`src/rtl/irq_timer_pkg.sv`:
```
`default_nettype none
// ============================================================================
//  Module   : irq_timer_pkg
//  Brief    : Register map, CTRL field positions and FSM encodings for irq_timer.
//  Revision : 1.0 - initial release
// ============================================================================
package irq_timer_pkg;

    localparam int TIMER_CTRL   = 0;
    localparam int TIMER_PRESET = 1;
    localparam int TIMER_COUNT  = 2;

    localparam int EN_POS   = 0;
    localparam int MODE_LSB = 1;
    localparam int MODE_MSB = 2;
    localparam int IM_POS   = 3;

    localparam logic [1:0] MODE_ONESHOT  = 2'b00;
    localparam logic [1:0] MODE_PERIODIC = 2'b01;

    localparam logic [1:0] ST_IDLE = 2'd0;
    localparam logic [1:0] ST_LOAD = 2'd1;
    localparam logic [1:0] ST_CNT  = 2'd2;
    localparam logic [1:0] ST_INT  = 2'd3;

    typedef enum logic [1:0] {
        IDLE = ST_IDLE,
        LOAD = ST_LOAD,
        CNT  = ST_CNT,
        INT  = ST_INT
    } state_t;

endpackage
`default_nettype wire

```
`src/rtl/irq_timer_if.sv`:
```
`default_nettype none
// ============================================================================
//  Module   : irq_timer_if
//  Brief    : Bridge-side register bus plus interrupt line of the timer.
//  Revision : 1.0 - initial release
// ============================================================================
interface irq_timer_if #(
    parameter int ADDR_W = 2
);
    logic [ADDR_W-1:0] addr;
    logic              we;
    logic [31:0]       wdata;
    logic [31:0]       rdata;
    logic              irq;

    modport master (output addr, we, wdata, input rdata, irq);
    modport slave  (input addr, we, wdata, output rdata, irq);
endinterface
`default_nettype wire

```
`src/rtl/irq_timer.sv`:
```
`default_nettype none
// ============================================================================
//  Module   : irq_timer
//  Brief    : Memory-mapped countdown timer driving one CPU HWInt bit.
//  Revision : 1.0 - initial release
// ============================================================================
module irq_timer
    import irq_timer_pkg::*;
#(
    parameter logic [31:0] PRESET_RST = 32'd0,
    parameter int          ADDR_W     = 2
) (
    input  wire logic  clk,
    input  wire logic  reset,
    irq_timer_if.slave bus
);

    logic [3:0]  r_ctrl;
    logic [31:0] r_preset;
    logic [31:0] r_count;
    logic        r_irq_flag;
    state_t      r_state;
    state_t      w_state_nxt;

    logic        w_en;
    logic        w_im;
    logic        w_periodic;
    logic        w_wr_ctrl;
    logic        w_wr_preset;
    logic        w_load;
    logic        w_dec;
    logic        w_set_flag;
    logic        w_clr_flag;
    logic        w_clr_en;
    logic        w_unused_wdata;

    assign w_en        = r_ctrl[EN_POS];
    assign w_im        = r_ctrl[IM_POS];
    assign w_periodic  = (r_ctrl[MODE_MSB:MODE_LSB] == MODE_PERIODIC);
    assign w_wr_ctrl   = bus.we && (bus.addr == ADDR_W'(TIMER_CTRL));
    assign w_wr_preset = bus.we && (bus.addr == ADDR_W'(TIMER_PRESET));
    assign w_unused_wdata = ^bus.wdata[31:4];

    always_comb begin
        w_state_nxt = r_state;
        w_load      = 1'b0;
        w_dec       = 1'b0;
        w_set_flag  = 1'b0;
        w_clr_flag  = 1'b0;
        w_clr_en    = 1'b0;
        case (r_state)
            IDLE: if (w_en) w_state_nxt = LOAD;
            LOAD: begin
                w_load      = 1'b1;
                w_state_nxt = CNT;
            end
            CNT: begin
                if (!w_en) begin
                    w_state_nxt = IDLE;
                end else if (r_count == 32'd0) begin
                    w_state_nxt = INT;
                    w_set_flag  = 1'b1;
                end else begin
                    w_dec = 1'b1;
                end
            end
            INT: begin
                if (w_periodic) begin
                    w_state_nxt = LOAD;
                    w_clr_flag  = 1'b1;
                end else begin
                    w_state_nxt = IDLE;
                    w_clr_en    = 1'b1;
                end
            end
            default: w_state_nxt = IDLE;
        endcase
    end

    // A bus write to CTRL overrides the FSM's EN clear and always drops the flag.
    always_ff @(posedge clk) begin
        if (reset) begin
            r_state    <= IDLE;
            r_ctrl     <= 4'd0;
            r_preset   <= PRESET_RST;
            r_count    <= 32'd0;
            r_irq_flag <= 1'b0;
        end else begin
            r_state <= w_state_nxt;
            if (w_wr_ctrl)      r_ctrl         <= bus.wdata[3:0];
            else if (w_clr_en)  r_ctrl[EN_POS] <= 1'b0;
            if (w_wr_preset)    r_preset       <= bus.wdata;
            if (w_load)         r_count        <= r_preset;
            else if (w_dec)     r_count        <= r_count - 32'd1;
            if (w_wr_ctrl)       r_irq_flag <= 1'b0;
            else if (w_set_flag) r_irq_flag <= 1'b1;
            else if (w_clr_flag) r_irq_flag <= 1'b0;
        end
    end

    always_comb begin
        bus.rdata = 32'd0;
        if (bus.addr == ADDR_W'(TIMER_CTRL))        bus.rdata = {28'd0, r_ctrl};
        else if (bus.addr == ADDR_W'(TIMER_PRESET)) bus.rdata = r_preset;
        else if (bus.addr == ADDR_W'(TIMER_COUNT))  bus.rdata = r_count;
    end

    assign bus.irq = w_im & r_irq_flag;

endmodule
`default_nettype wire

```
`src/flat_wrapper.sv`:
```
// flat-port wrapper written by rule: the top's interface ports become plain ports
module irq_timer_flat import irq_timer_pkg::*;
#(
    parameter logic [31:0] PRESET_RST = 32'd0,
    parameter int          ADDR_W     = 2
)
  (clk, reset, bus_addr, bus_we, bus_wdata, bus_rdata, bus_irq);
  irq_timer_if #(.ADDR_W(ADDR_W)) bus_i ();
  input  wire logic clk;
  input  wire logic reset;
  input wire logic [$bits(bus_i.addr)-1:0] bus_addr;
  input wire logic [$bits(bus_i.we)-1:0] bus_we;
  input wire logic [$bits(bus_i.wdata)-1:0] bus_wdata;
  output wire logic [$bits(bus_i.rdata)-1:0] bus_rdata;
  output wire logic [$bits(bus_i.irq)-1:0] bus_irq;
  assign bus_i.addr = bus_addr;
  assign bus_i.we = bus_we;
  assign bus_i.wdata = bus_wdata;
  assign bus_rdata = bus_i.rdata;
  assign bus_irq = bus_i.irq;
  irq_timer #(.PRESET_RST(PRESET_RST), .ADDR_W(ADDR_W)) u_core (.clk(clk), .reset(reset), .bus(bus_i));
endmodule
```
`config.mk`:
```
export PLATFORM = sky130hd
export DESIGN_NAME = irq_timer_flat
export DESIGN_NICKNAME = d
export VERILOG_FILES = /design/src/rtl/irq_timer_pkg.sv /design/src/rtl/irq_timer_if.sv /design/src/rtl/irq_timer.sv /design/src/flat_wrapper.sv
export SDC_FILE = /design/constraint.sdc
export NUM_CORES = 1
export LEC_CHECK = 0
export BUFFER_PORTS_ARGS = -buffer_cell sky130_fd_sc_hd__buf_2
export CORE_MARGIN = 5
export CORE_UTILIZATION = 38
export CTS_CLUSTER_DIAMETER = 30
export DETAILED_ROUTE_END_ITERATION = 8
export PLACE_DENSITY = 0.68
export SYNTH_ARGS = -nofsm -noshare
export SYNTH_HDL_FRONTEND = slang
export SYNTH_SLANG_ARGS = --single-unit
```
`constraint.sdc`:
```
create_clock -name clk -period 3.4 [get_ports clk]
set_clock_uncertainty 0.1 [all_clocks]
set_input_delay 0.51 -clock clk [delete_from_list [all_inputs] [get_ports clk]]
set_output_delay 0.51 -clock clk [all_outputs]
set_load 0.1 [all_outputs]
```
==> metrics.md <==
| Metric | Value |
|---|---|
| Worst stage delay on the critical path | `0.55 ns` |
| Post-synth EDFFs | `0` |
| CTS Hold Bufs | `0` |
| GR Util All Layers | `18.5%` |
| Synth Area per Inst | `8.10 sq um` |
| Final ANT Viol Nets | `0` |
| Worst slew margin | `41.7%` |
| Synth top area cells | `dfxtp_1, nand2_1, a22o_1, a21oi_1, clkbuf_1` |
| Critical path, cell by cell | `nor4_1 > nand4_1 > o31ai_4 > buf_4 > o311ai_0 > o311ai_0` |
| Clock Latency Late Sink | `0.34 ns` |
| Initial Utilization | `39.0%` |
| Dpl cells | `648` |
| Die width | `110 um` |
| CORE AREA | `9770 sq um` |
| Pwr Density | `381 nW/um^2` |
| Share of cells above drive strength 1 | `23.2%` |
| Reg clk slew, reported paths | `0.08 ns` |
| Fin cells | `664` |
| 1st-pass router iterations | `5` |
| Asr flop ratio synth | `0%` |
| Most used cell, CP | `o311ai_0` |
| F_max | `365 MHz` |
| Finish-stage setup viols | `0` |
| Period utilization | `80.6%` |
| # diodes | `0` |
| WP data required | `3.53 ns` |
| Post-CTS Setup Bufs | `0` |
| Drt wl/cell | `16.7 um` |
| Pin count of the biggest net entering global routing | `50` |
| Final Critical Period | `2.74 ns` |
| DRT Wirelength | `11.1 mm` |
| Post-synth top cells | `nand2_1, dfxtp_1, a21oi_1` |
| Max-slew violation count | `0` |
| Hold Fails Final Rpt | `0` |
| Final Util | `45.1%` |
| Port-buffer cells | `69` |
| Routability cong. | `0.881` |
| Fin Setup TNS | `0 ns` |
| Register bit total from synthesis | `71` |
| Critical path's top delay family | `simple AND/OR/NAND/NOR gates` |
| Outcome | `completed` |
| Max rail drop VDD | `0.000206 V` |
| Die Y-Extent | `110 um` |
| First-pass GRT wire length | `17.9 mm` |
| Cell variety after synth | `70` |
| TritonCTS Sinks | `71` |
| Detailed placement HPWL | `7.73 mm` |
| I/O pin count | `70` |
| Share of the synthesized area in the top cell type | `37.3%` |
| Buffers and inverters on the worst path | `1` |
| MaxCap Viol Count | `0` |
| Top-count cell post-synth | `nand2_1` |
| Max H-tree Level | `3` |
| Static Leakage | `1.75 nW` |
| Die area | `12100 sq um` |
| Vias per cell | `5.76` |
| Total congestion overflow | `0` |
| Placed Area | `4250 sq um` |
| DRC viols | `0` |
| Crit path kind | `reg -> reg` |
| Resized cells post-CTS | `0` |
| Top FF cell, synth | `dfxtp_1` |
| First-iteration detailed-routing DRC count | `293` |
| CP endpoint kind | `flop` |
| Vias in the first global route | `3608` |
| Largest area contributor in the netlist | `dfxtp_1` |
| Worst-path fanout max | `15` |
| Design area | `4410 sq um` |
| Initial antenna violation count | `0` |
| Root buffer cell | `clkbuf_8` |
| Num rows | `36` |
| Slowest library cell on the worst path | `o31ai_4` |
| Post-Syn Area | `3810 sq um` |
| Least-Margin Pin Slew | `0.872 ns` |
| Final Power | `1.68 mW` |
| Worst hold path type | `in -> reg` |
| RSZ-0062 raised after global routing | `false` |
| Via count | `3823` |
| Total CTS buffers | `9` |
| Net Count, Synth | `508` |
| CTS tree | `built` |
| Area grow syn2layout | `15.8%` |
| Yosys warnings | `0` |
| Seq/Total Area, Yosys | `37.3%` |
| Mapped Cells | `470` |
| Startpoint types | `flop` |
| Critical Path AT | `2.87 ns` |
| Layout net count | `564` |
| Max Root-Sink Buffers | `2` |
[final cells by class]
class                           count  area, sq um
Timing Repair Buffer               81          435
Multi-Input combinational cell    359         2210
Tap cell                          133          166
Sequential cell                    71         1420
Clock inverter                      7         40.0
Inverter                            4         15.0
Clock buffer                        9          124
Fill cell                        1006         5370
[final timing paths]
kind | startpoint | endpoint | slack (ns) | cells after the start
worst max-delay path | u_core.r_count[14] | u_core.r_count[17] | 0.66 | 6
worst min-delay path | bus_wdata[8] | u_core.r_preset[8] | 0.30 | 3
worst max register to register | u_core.r_count[14] | u_core.r_count[17] | 0.66 | 6
worst min register to register | u_core.r_preset[4] | u_core.r_preset[4] | 0.37 | 2
[cell families (layout without fill, tap and decap cells)]
family	Yosys count	count (layout)	share of synthesized area (%)
buf+inv	40	101	4.86
flops	71	71	37.3
simple gates	198	198	25.9
mux	12	12	3.38
xor+xnor	3	3	0.690
fa+ha+maj	1	1	0.328
compound gates	145	145	27.5
[flip-flops by register name, summed over array words and instances, names as in the netlist]
register and cells:
u_core.r_count 32, u_core.r_preset 32, u_core.r_ctrl 4, u_core.r_state 2
u_core.r_irq_flag 1
[power by group]
group          internal [mW]  switching (mW)
clock network          0.258           0.320
logic                 0.0748           0.161
registers              0.849          0.0173
total                   1.18           0.498
[metrics by stage]
stage,worst slack (ns),hold WS [ns]
detailed placement,0.727,0.364
global placement,0.877,0.362
finish,0.659,0.300
floorplan,0.473,0.349
global route,0.419,0.277
CTS,0.676,0.282
[layer usage]
metal | global-route usage, % | up-vias | part of all wire (%)
li1 | - | 1866 | -
met1 | 24.9 | 1807 | 46
met2 | 30.5 | 143 | 47
met3 | 4.19 | 7 | 6.4
met4 | 3.61 | 0 | 0.95
met5 | 0 | - | 0
[layout by cell type (no fill, tap or decap), drive strengths merged, types with 4 or more instances in the layout]
| cell | n |
|---|---|
| and2 | 4 |
| nor4 | 10 |
| o311ai | 10 |
| a31oi | 12 |
| nor2b | 4 |
| a22o | 28 |
| nor2 | 27 |
| nor3 | 8 |
| or4 | 11 |
| a32oi | 4 |
| o211ai | 5 |
| inv | 4 |
| or3 | 7 |
| a22oi | 4 |
| a21oi | 44 |
| o21ai | 10 |
| nand2b | 4 |
| nand2 | 96 |
| mux2i | 8 |
| clkinv | 5 |
| mux2 | 4 |
| nand3 | 11 |
| dfxtp | 71 |
| a311oi | 4 |
| clkbuf | 9 |
| buf | 81 |
[tightest hold or removal path, delay by kind of cell]
family	cells	cell delay [ns]
compound gates	1	0.05
buf+inv	1	0.09
simple gates	1	0.04
(Power assumes the default switching activity.)
